$ cat config.mk
export PLATFORM = sky130hd
export DESIGN_NAME = playback_scheduler
export DESIGN_NICKNAME = d
export VERILOG_FILES = /design/src/rtl/playback_scheduler_pkg.sv /design/src/rtl/playback_scheduler_tempo_divider.sv /design/src/rtl/playback_scheduler.sv
export SDC_FILE = /design/constraint.sdc
export NUM_CORES = 1
export LEC_CHECK = 0
export CORE_MARGIN = 2
export CORE_UTILIZATION = 50
export CTS_CLUSTER_DIAMETER = 50
export DETAILED_ROUTE_END_ITERATION = 7
export PLACE_DENSITY = 0.7
export RECOVER_POWER = 25
export SETUP_SLACK_MARGIN = 0.5
export SYNTH_ARGS = -nofsm -noshare
export SYNTH_HDL_FRONTEND = slang
export SYNTH_SLANG_ARGS = --single-unit
$ cat constraint.sdc
create_clock -name clk -period 14.5 [get_ports clk]
set_clock_uncertainty 0.2 [all_clocks]
set_input_delay 2.175 -clock clk [delete_from_list [all_inputs] [get_ports clk]]
set_output_delay 2.175 -clock clk [all_outputs]
set_load 0.03 [all_outputs]
$ cat src/rtl/playback_scheduler_pkg.sv
// Shared state encoding, tempo and loop-window limits for the playback scheduler.
package playback_pkg;

  typedef enum logic [1:0] {
    STOP  = 2'd0,
    PLAY  = 2'd1,
    PAUSE = 2'd2,
    LOOP  = 2'd3
  } state_t;

  localparam logic [2:0] SPEED_MIN     = 3'd0;
  localparam logic [2:0] SPEED_MAX     = 3'd4;
  localparam logic [2:0] SPEED_DEFAULT = 3'd2;

  localparam logic [2:0] LOOP_W_MIN = 3'd2;
  localparam logic [2:0] LOOP_W_MAX = 3'd6;

  function automatic logic [2:0] clamp_loop_width(input logic [2:0] w);
    if (w < LOOP_W_MIN) return LOOP_W_MIN;
    if (w > LOOP_W_MAX) return LOOP_W_MAX;
    return w;
  endfunction

endpackage

$ cat src/rtl/playback_scheduler_tempo_divider.sv
// Programmable beat-period counter: emits a terminal-count pulse every
// (4*BASE_DIV >> speed_level) enabled cycles; holds its count while disabled.
module tempo_divider #(
  parameter int BASE_DIV = 6250000
) (
  input  logic       clk,
  input  logic       rst,
  input  logic       enable,
  input  logic       clear,
  input  logic [2:0] speed_level,
  output logic       tc
);

  localparam int CNT_W = $clog2(4 * BASE_DIV + 1);
  localparam logic [CNT_W-1:0] DIV_MAX = CNT_W'(4 * BASE_DIV);

  logic [CNT_W-1:0] count_reg;
  logic [CNT_W-1:0] div;
  logic [CNT_W-1:0] div_m1;

  assign div    = DIV_MAX >> speed_level;
  assign div_m1 = div - CNT_W'(1);
  // A tempo change restarts the beat, so it suppresses a coincident terminal count.
  assign tc     = enable && !clear && (count_reg == div_m1);

  always_ff @(posedge clk) begin
    if (!rst || clear) begin
      count_reg <= '0;
    end else if (tc) begin
      count_reg <= '0;
    end else if (enable) begin
      count_reg <= count_reg + CNT_W'(1);
    end
  end

endmodule

$ cat src/rtl/playback_scheduler.sv
// Beat sequencer for the music ROM: play/pause/loop/reverse FSM on a single clock.
// Optional build macro PLAYBACK_SCHED_STEP_EN: speed pulses single-step ibeat while paused.
module playback_scheduler
  import playback_pkg::*;
#(
  parameter int LEN      = 64,
  parameter int BASE_DIV = 6250000,
  parameter int BEAT_W   = 12
) (
  input  logic              clk,
  input  logic              rst,
  input  logic              play_1p,
  input  logic              speed_up_1p,
  input  logic              speed_down_1p,
  input  logic              loop_hold,
  input  logic [2:0]        loop_width,
  input  logic              reverse,
  output logic [BEAT_W-1:0] ibeat,
  output logic              beat_tick,
  output logic              playing,
  output logic [2:0]        speed_level,
  output logic [BEAT_W-1:0] loop_start
);

  localparam logic [BEAT_W-1:0] LAST_BEAT = BEAT_W'(LEN - 1);
  localparam logic [BEAT_W:0]   LEN_X     = (BEAT_W + 1)'(LEN);
  localparam logic [BEAT_W:0]   ONE_X     = (BEAT_W + 1)'(1);

  state_t            state_reg;
  logic [BEAT_W-1:0] ibeat_reg, ibeat_next;
  logic [BEAT_W-1:0] loop_start_reg;
  logic [2:0]        level_reg, level_next;
  logic              beat_tick_reg, tick_next;
  logic              playing_reg;

  logic              tc;
  logic              running;
  logic              level_change;
  logic              step_mode;
  logic              up_only, down_only;
  logic [2:0]        win_w;
  logic [BEAT_W:0]   win_w_x, offset, win_end_x;
  logic [BEAT_W-1:0] win_end, beat_fwd, beat_rev, beat_adv;

  function automatic logic [BEAT_W-1:0] wrap_inc(input logic [BEAT_W-1:0] b);
    return (b == LAST_BEAT) ? '0 : b + BEAT_W'(1);
  endfunction

  function automatic logic [BEAT_W-1:0] wrap_dec(input logic [BEAT_W-1:0] b);
    return (b == '0) ? LAST_BEAT : b - BEAT_W'(1);
  endfunction

  assign running   = (state_reg == PLAY) || (state_reg == LOOP);
  assign up_only   = speed_up_1p && !speed_down_1p;
  assign down_only = speed_down_1p && !speed_up_1p;

`ifdef PLAYBACK_SCHED_STEP_EN
  assign step_mode = (state_reg == PAUSE);
`else
  assign step_mode = 1'b0;
`endif

  tempo_divider #(
    .BASE_DIV(BASE_DIV)
  ) u_tempo (
    .clk        (clk),
    .rst        (rst),
    .enable     (running),
    .clear      (level_change),
    .speed_level(level_reg),
    .tc         (tc)
  );

  // Speed level: both pulses together cancel; saturating at either end.
  always_comb begin
    level_next = level_reg;
    if (!step_mode) begin
      if (up_only && (level_reg < SPEED_MAX)) begin
        level_next = level_reg + 3'd1;
      end else if (down_only && (level_reg > SPEED_MIN)) begin
        level_next = level_reg - 3'd1;
      end
    end
    level_change = (level_next != level_reg);
  end

  // Loop window arithmetic, all modulo LEN: offset of ibeat inside the window and its last beat.
  always_comb begin
    win_w   = clamp_loop_width(loop_width);
    win_w_x = (BEAT_W + 1)'(win_w);
    if (ibeat_reg >= loop_start_reg) begin
      offset = {1'b0, ibeat_reg} - {1'b0, loop_start_reg};
    end else begin
      offset = {1'b0, ibeat_reg} + LEN_X - {1'b0, loop_start_reg};
    end
    win_end_x = {1'b0, loop_start_reg} + win_w_x - ONE_X;
    win_end   = (win_end_x >= LEN_X) ? BEAT_W'(win_end_x - LEN_X) : BEAT_W'(win_end_x);
  end

  always_comb begin
    beat_fwd = wrap_inc(ibeat_reg);
    beat_rev = wrap_dec(ibeat_reg);
    beat_adv = reverse ? beat_rev : beat_fwd;
    if (state_reg == LOOP) begin
      if (!reverse) begin
        beat_adv = (offset >= (win_w_x - ONE_X)) ? loop_start_reg : beat_fwd;
      end else if (offset >= win_w_x) begin
        beat_adv = loop_start_reg;
      end else if (offset == '0) begin
        beat_adv = win_end;
      end else begin
        beat_adv = beat_rev;
      end
    end
  end

  always_comb begin
    ibeat_next = ibeat_reg;
    tick_next  = 1'b0;
    if (tc) begin
      ibeat_next = beat_adv;
      tick_next  = 1'b1;
    end else if (step_mode && up_only) begin
      ibeat_next = beat_fwd;
      tick_next  = 1'b1;
    end else if (step_mode && down_only) begin
      ibeat_next = beat_rev;
      tick_next  = 1'b1;
    end
  end

  always_ff @(posedge clk) begin
    if (!rst) begin
      state_reg      <= STOP;
      playing_reg    <= 1'b0;
      loop_start_reg <= '0;
      ibeat_reg      <= '0;
      beat_tick_reg  <= 1'b0;
      level_reg      <= SPEED_DEFAULT;
    end else begin
      ibeat_reg     <= ibeat_next;
      beat_tick_reg <= tick_next;
      level_reg     <= level_next;
      // play_1p outranks loop_hold in every state.
      case (state_reg)
        STOP: begin
          if (play_1p) begin
            state_reg   <= PLAY;
            playing_reg <= 1'b1;
          end
        end
        PLAY: begin
          if (play_1p) begin
            state_reg   <= PAUSE;
            playing_reg <= 1'b0;
          end else if (loop_hold) begin
            state_reg      <= LOOP;
            loop_start_reg <= ibeat_reg;
          end
        end
        PAUSE: begin
          if (play_1p) begin
            state_reg   <= PLAY;
            playing_reg <= 1'b1;
          end
        end
        LOOP: begin
          if (play_1p) begin
            state_reg   <= PAUSE;
            playing_reg <= 1'b0;
          end else if (!loop_hold) begin
            state_reg <= PLAY;
          end
        end
        default: begin
          state_reg   <= STOP;
          playing_reg <= 1'b0;
        end
      endcase
    end
  end

  assign ibeat       = ibeat_reg;
  assign beat_tick   = beat_tick_reg;
  assign playing     = playing_reg;
  assign speed_level = level_reg;
  assign loop_start  = loop_start_reg;

endmodule
# == Word-level counts from Yosys, hierarchy flattened ==
# Cells that the tools add are included.
# word_totals
rom_bits,0
latchBits,0
input_bits,10
regBits,56
elab_cells,90
out_inout_bits,29
mem_bits_rw,0
memories,0
# op_classes
n_lt_le_gt_ge,8
bitwise_logic,1
n_reduce_logical,21
n_mul,0
n_shift,1
n_eq_ne,10
addsub,13
n_mux,29
n_div,0
# ops
operator,count
12-bit two-way mux,9
"25-bit by 1-bit adder with 25-bit output, second input constant",1
25-bit equality test,1
"25-bit by 3-bit right shift with 25-bit output, first input constant",1
"25-bit by 1-bit subtractor with 25-bit output, second input constant",1
3-bit two-way mux,6
12-bit by 3-bit adder with 13-bit output,1
"12-bit by 7-bit adder with 13-bit output, second input constant",1
13-bit >= comparator,1
13-bit by 3-bit >= comparator with 1-bit output,1
"13-bit by 7-bit >= comparator with 1-bit output, second input constant",1
13-bit logical NOT,1
13-bit two-way mux,1
12-bit by 12-bit subtractor with 13-bit output,1
"13-bit by 1-bit subtractor with 13-bit output, second input constant",1
13-bit by 12-bit subtractor with 13-bit output,1
"12-bit by 1-bit adder with 12-bit output, second input constant",1
"12-bit by 6-bit equality test with 1-bit output, second input constant",1
12-bit >= comparator,1
12-bit logical NOT,1
"12-bit by 1-bit subtractor with 12-bit output, second input constant",1
"12-bit by 7-bit subtractor with 12-bit output, second input constant",1
2-bit two-way mux,5
1-bit logical AND,6
22 further kinds,37

# == Depth between registers and ports, before layout ==
# logic_depth
depth_word,13
ltp_mapped,23
depth_no_buf,22

# == Modules after synthesis ==
# Synthesis repeated with hierarchy kept, for this count alone.
# unflattened
cells_unflattened,1018
hier_area_um2,7507.2
# modules_own_cells
module,cells_each,seq_area_each_um2,area_each_um2,n_inst
playback_scheduler,746,620.6,5437.7,1
tempo_divider,272,500.5,2069.5,1

# == Worst setup path before layout ==
# OpenSTA, ideal clock, no wires.
# synth_timing
path_type,input to register
startpoint,input loop_width[2]
endpoint,register ibeat_reg[10] (netlist: ibeat[10])
required_time_ps,14230
path_stages,21
arrival_ps,5465
slack_ps,8765
setup_time_ps,70
n_path_buf,0
path_cell_list,inv_1 -> nor2_1 -> ha_1 -> inv_1 -> ha_1 -> inv_1 -> fa_1 -> nand2b_1 -> a21oi_1 -> or4b_2 -> and3_1 -> ha_1 -> nand2_1 -> nor4_1 -> a32oi_1 -> o211a_1 -> nand3_1 -> nor3b_1 -> a211oi_1 -> a211o_1 -> a21oi_1
# synth_between
elab_chain_cells,13
elab_cells_between_ends,21
cone_classes,add/sub (4); order compare (5); mux (12)
# synth_lines
item,line,text
from (decl),playback_scheduler.sv:16,"input logic [2:0] loop_width,"
3-bit greater-than comparator,playback_scheduler_pkg.sv:20,if (w > LOOP_W_MAX) return LOOP_W_MAX;
1-bit two-way mux (2 in series),playback_scheduler_pkg.sv:20,
3-bit two-way mux,playback_scheduler_pkg.sv:21,return w;
3-bit two-way mux *,playback_scheduler_pkg.sv:20,
12-bit by 3-bit adder with 13-bit output,playback_scheduler.sv:96,"win_end_x = {1'b0, loop_start_reg} + win_w_x - ONE_X;"
13-bit by 1-bit subtractor with 13-bit output,playback_scheduler.sv:96,
12-bit by 7-bit subtractor with 12-bit output / 13-bit by 7-bit >= comparator with 1-bit output (equally long branches),playback_scheduler.sv:97,win_end = (win_end_x >= LEN_X) ? BEAT_W'(win_end_x - LEN_X) : BEAT_W'(win_end_x);
12-bit two-way mux,playback_scheduler.sv:97,
12-bit two-way mux,playback_scheduler.sv:109,end else if (offset == '0) begin
12-bit two-way mux,playback_scheduler.sv:107,end else if (offset >= win_w_x) begin
12-bit two-way mux *,playback_scheduler.sv:105,if (!reverse) begin
12-bit two-way mux *,playback_scheduler.sv:104,if (state_reg == LOOP) begin
to (signal assigned),playback_scheduler.sv:141,ibeat_reg <= ibeat_next;
to (decl),playback_scheduler.sv:30,"logic [BEAT_W-1:0] ibeat_reg, ibeat_next;"
# Mark *: on every way between the ends. The rest lies on a longest branch, timed or not. The select of a mux whose other input is x is not followed.
# A chain may end at the register's enable or synchronous reset.

# == Worst setup path in the final report ==
# Same ends and word-level chain as after synthesis.

==> summary.md <==
| Metric | Value |
|---|---|
| GPL Wtd Cong | `0.929` |
| Worst path arrival time | `6.68 ns` |
| Diodes inserted | `0` |
| CP Class | `in2reg` |
| Worst-Margin Slew | `1.71 ns` |
| Post-Syn Area | `7250 µm²` |
| Setup TNS | `0 ns` |
| F_max | `about 0.15 GHz` |
| Routed WL | `just over 20000 µm` |
| Post-synthesis sequential area ratio | `0.155` |
| FP Rows | `44` |
| Max clock buf depth | `2` |
| Internal power | `313 µW` |
| Cell Pwr Density | `approximately 66 nW/µm²` |
| # resized after CTS | `0` |
| Global Route Usage Sum | `0.259` |
| Initial antenna violation count | `0` |
| Root buffer cell | `clkbuf_16` |
| First-pass GRT wire length | `33600 µm` |
| Synth Instances | `slightly below 1000` |
| Power share of the combinational group | `0.428` |
| RSZ-0062 raised after global routing | `false` |
| Max Slew Vio Count | `45` |
| Vias in the first global route | `6596` |
| Die Height | `124 µm` |
| Worst-path maximum fanout | `5` |
| Die area | `15500 µm²` |
| Tcrit/Tclk final | `0.459` |
| Fillers | `1406` |
| Status | `finished with violations` |
| Yosys reg bits | `56` |
| CTS HTree Levels | `2` |
| Critical Path RT | `14.53 ns` |
| Leakage Power | `3.33 nW` |
| Setup WS pre-CTS | `7.60 ns` |
| Minimum clock period | `6.65 ns` |
| Placed cell areas | `7740 µm²` |
| Max-cap viol count | `2` |
| Vias/cell | `6.11` |
| Latest clock arrival within the worst-skew pair | `approximately 0.31 ns` |
| Sw Share | `0.398` |
| Final Power | `roughly 520 µW` |
| CP Capture Type | `flip-flop` |
| Clk sink count | `56` |
| HPWL after DPL | `15500 µm` |
| Final WS setup | `between 7 and 8 ns` |
| Post-Route Utilization | `0.548` |
| Yosys warning total | `0` |
| Clk network pwr share | `0.250` |
| Slew margin rel. | `-0.159` |
| Initial Util | `0.504` |
| Failing checks | `max-capacitance violations, max-slew violations` |
| Net Switching | `between 200 and 250 µW` |
| Post-synth cell types | `81` |
| CTS clk-pin slew, worst paths | `0.08 ns` |
| Buffers on Ports | `38` |
| Number of flip-flops in the largest register | `25` |
| Remaining global-route overflow | `0` |
| Final Hold Viols | `0` |
| Reg power frac | `0.322` |
| Cell taking the most area after synthesis | `dfxtp_1` |
| DR DRC count | `0` |
| Main area contributors after synthesis | `dfxtp_1, ha_1, nand2_1` |
| Main synth FF type | `dfxtp_1` |
| Area growth syn-to-layout | `8.68%` |
| Startpoint class of the critical path | `input port` |
| Vias | `7235` |
| Final-report setup violation count | `0` |
| Top-count cell post-synth | `nand2_1` |
| Number of synthesized flops with an enable pin | `0` |
| Nets | `1090` |
| Async set-or-reset flop fraction in the synthesized netlist | `0` |
| Commonest cells in the netlist | `nand2_1, nor2_1, ha_1` |
| Setup Fix Bufs, Post-CTS | `0` |
| Antenna viol nets, final | `0` |
| Die width | `124 µm` |
| Cts hold-fix bufs | `0` |
| WL/cell | `17.2 µm` |
| DR iter-0 viols | `739` |
| Pin count of the biggest net entering global routing | `40` |
| Share of cells above drive strength 1 | `0.0420` |
| Cts bufs inserted | `5` |
| Max VDD drop | `0.0597 mV` |
| Design area | `between 7000 and 8000 µm²` |
| I/O pin cnt | `39` |
| CTS tree | `built` |
| Core area | `14400 µm²` |
| Type of the most critical hold path | `reg2reg` |
| Drt pass-1 iters | `5` |
| Syn Area/Cell | `7.34 µm²` |
| Yosys top cell area share | `0.155` |
-- path summary, 6_finish.rpt --
path                       from   endpoint  slack, ns  cells past startpoint
hold / removal          playing    playing       0.30                      2
setup / recovery  loop_width[2]  ibeat[10]       7.85                     22
hold reg to reg         playing    playing       0.30                      2
setup reg to reg       ibeat[5]  ibeat[11]       8.82                     20
-- cells by family after synthesis --
logic type	count (synthesis)	synth area share
AOI/OAI and AO/OA	246	0.230
buffers and inverters	100	0.0545
other	1	0.000517
and+or+nand+nor	391	0.269
xor gates and xnor gates	81	0.0979
muxes	31	0.0433
DFF	56	0.155
adders and majority gates	81	0.150
-- final cells by class --
cell class | count | area, µm² | area share
clock buffer | 5 | 125 | 0.0159
clock inverter | 3 | 26.3 | 0.00334
inverter | 54 | 203 | 0.0257
multi-input combinational | 840 | 5770 | 0.732
sequential | 56 | 1120 | 0.142
tap | 184 | 230 | 0.0292
timing repair buffer | 42 | 407 | 0.0516
-- cell usage in the layout, fill, tap and decap left out, types with 11 or more instances in the layout --
cell,synthesis,final
o211ai_1,11,11
nor2_1,88,88
inv_1,53,53
dlygate4sd3_1,0,15
xor2_1,39,39
nand4_1,19,19
a31oi_1,12,12
and3_1,15,15
a21oi_1,58,58
a21boi_0,18,18
xnor2_1,42,42
dfxtp_1,56,56
nor2b_1,17,17
a211oi_1,13,13
nand2b_1,18,18
clkdlybuf4s50_1,0,23
nand2_1,106,106
ha_1,71,71
o21ai_0,50,50
nor3_1,29,29
mux2i_1,28,28
nand3_1,36,36
-- layer usage --
layer / wire length (µm) / vias up / GRT usage
met2: 8410 / 270 / 0.386
met3: 1620 / 29 / 0.0404
met5: 0 / - / 0
li1: - / 3559 / -
met1: 9910 / 3377 / 0.388
met4: 408 / 0 / 0.0674
-- through the flow --
| stage | cells | hold WS [ns] |
|---|---|---|
| floorplan | 996 | 0.313 |
| global placement | 1176 | 0.271 |
| detailed placement | 1176 | 0.285 |
| CTS | 1184 | 0.302 |
| global route | 1184 | 0.346 |
| finish | 1184 | 0.297 |
-- power groups by stage --
stage                     sequential, mW  combinational (mW)  clock [mW]
after floorplan                    0.172               0.170           0
after global placement             0.171               0.217           0
after detailed placement           0.171               0.219           0
after CTS                          0.167               0.220       0.133
after global routing               0.168               0.248       0.138
final                              0.167               0.223       0.130
-- worst max-delay path, stage by stage --
cell and delay, ns:
clkdlybuf4s50_1 0.55, inv_1 0.11, nor2_1 0.29, ha_1 0.30
inv_1 0.06, ha_1 0.18, inv_1 0.06, fa_1 0.38
nand2b_1 0.18, a21oi_1 0.26, or4b_2 0.19, and3_1 0.21
ha_1 0.17, nand2_1 0.05, nor4_1 0.28, a32oi_1 0.16
o211a_1 0.25, nand3_1 0.16, nor3b_1 0.20, a211oi_1 0.08
a211o_1 0.26, a21oi_1 0.14
No activity file was read; power rests on OpenSTA's default activity.
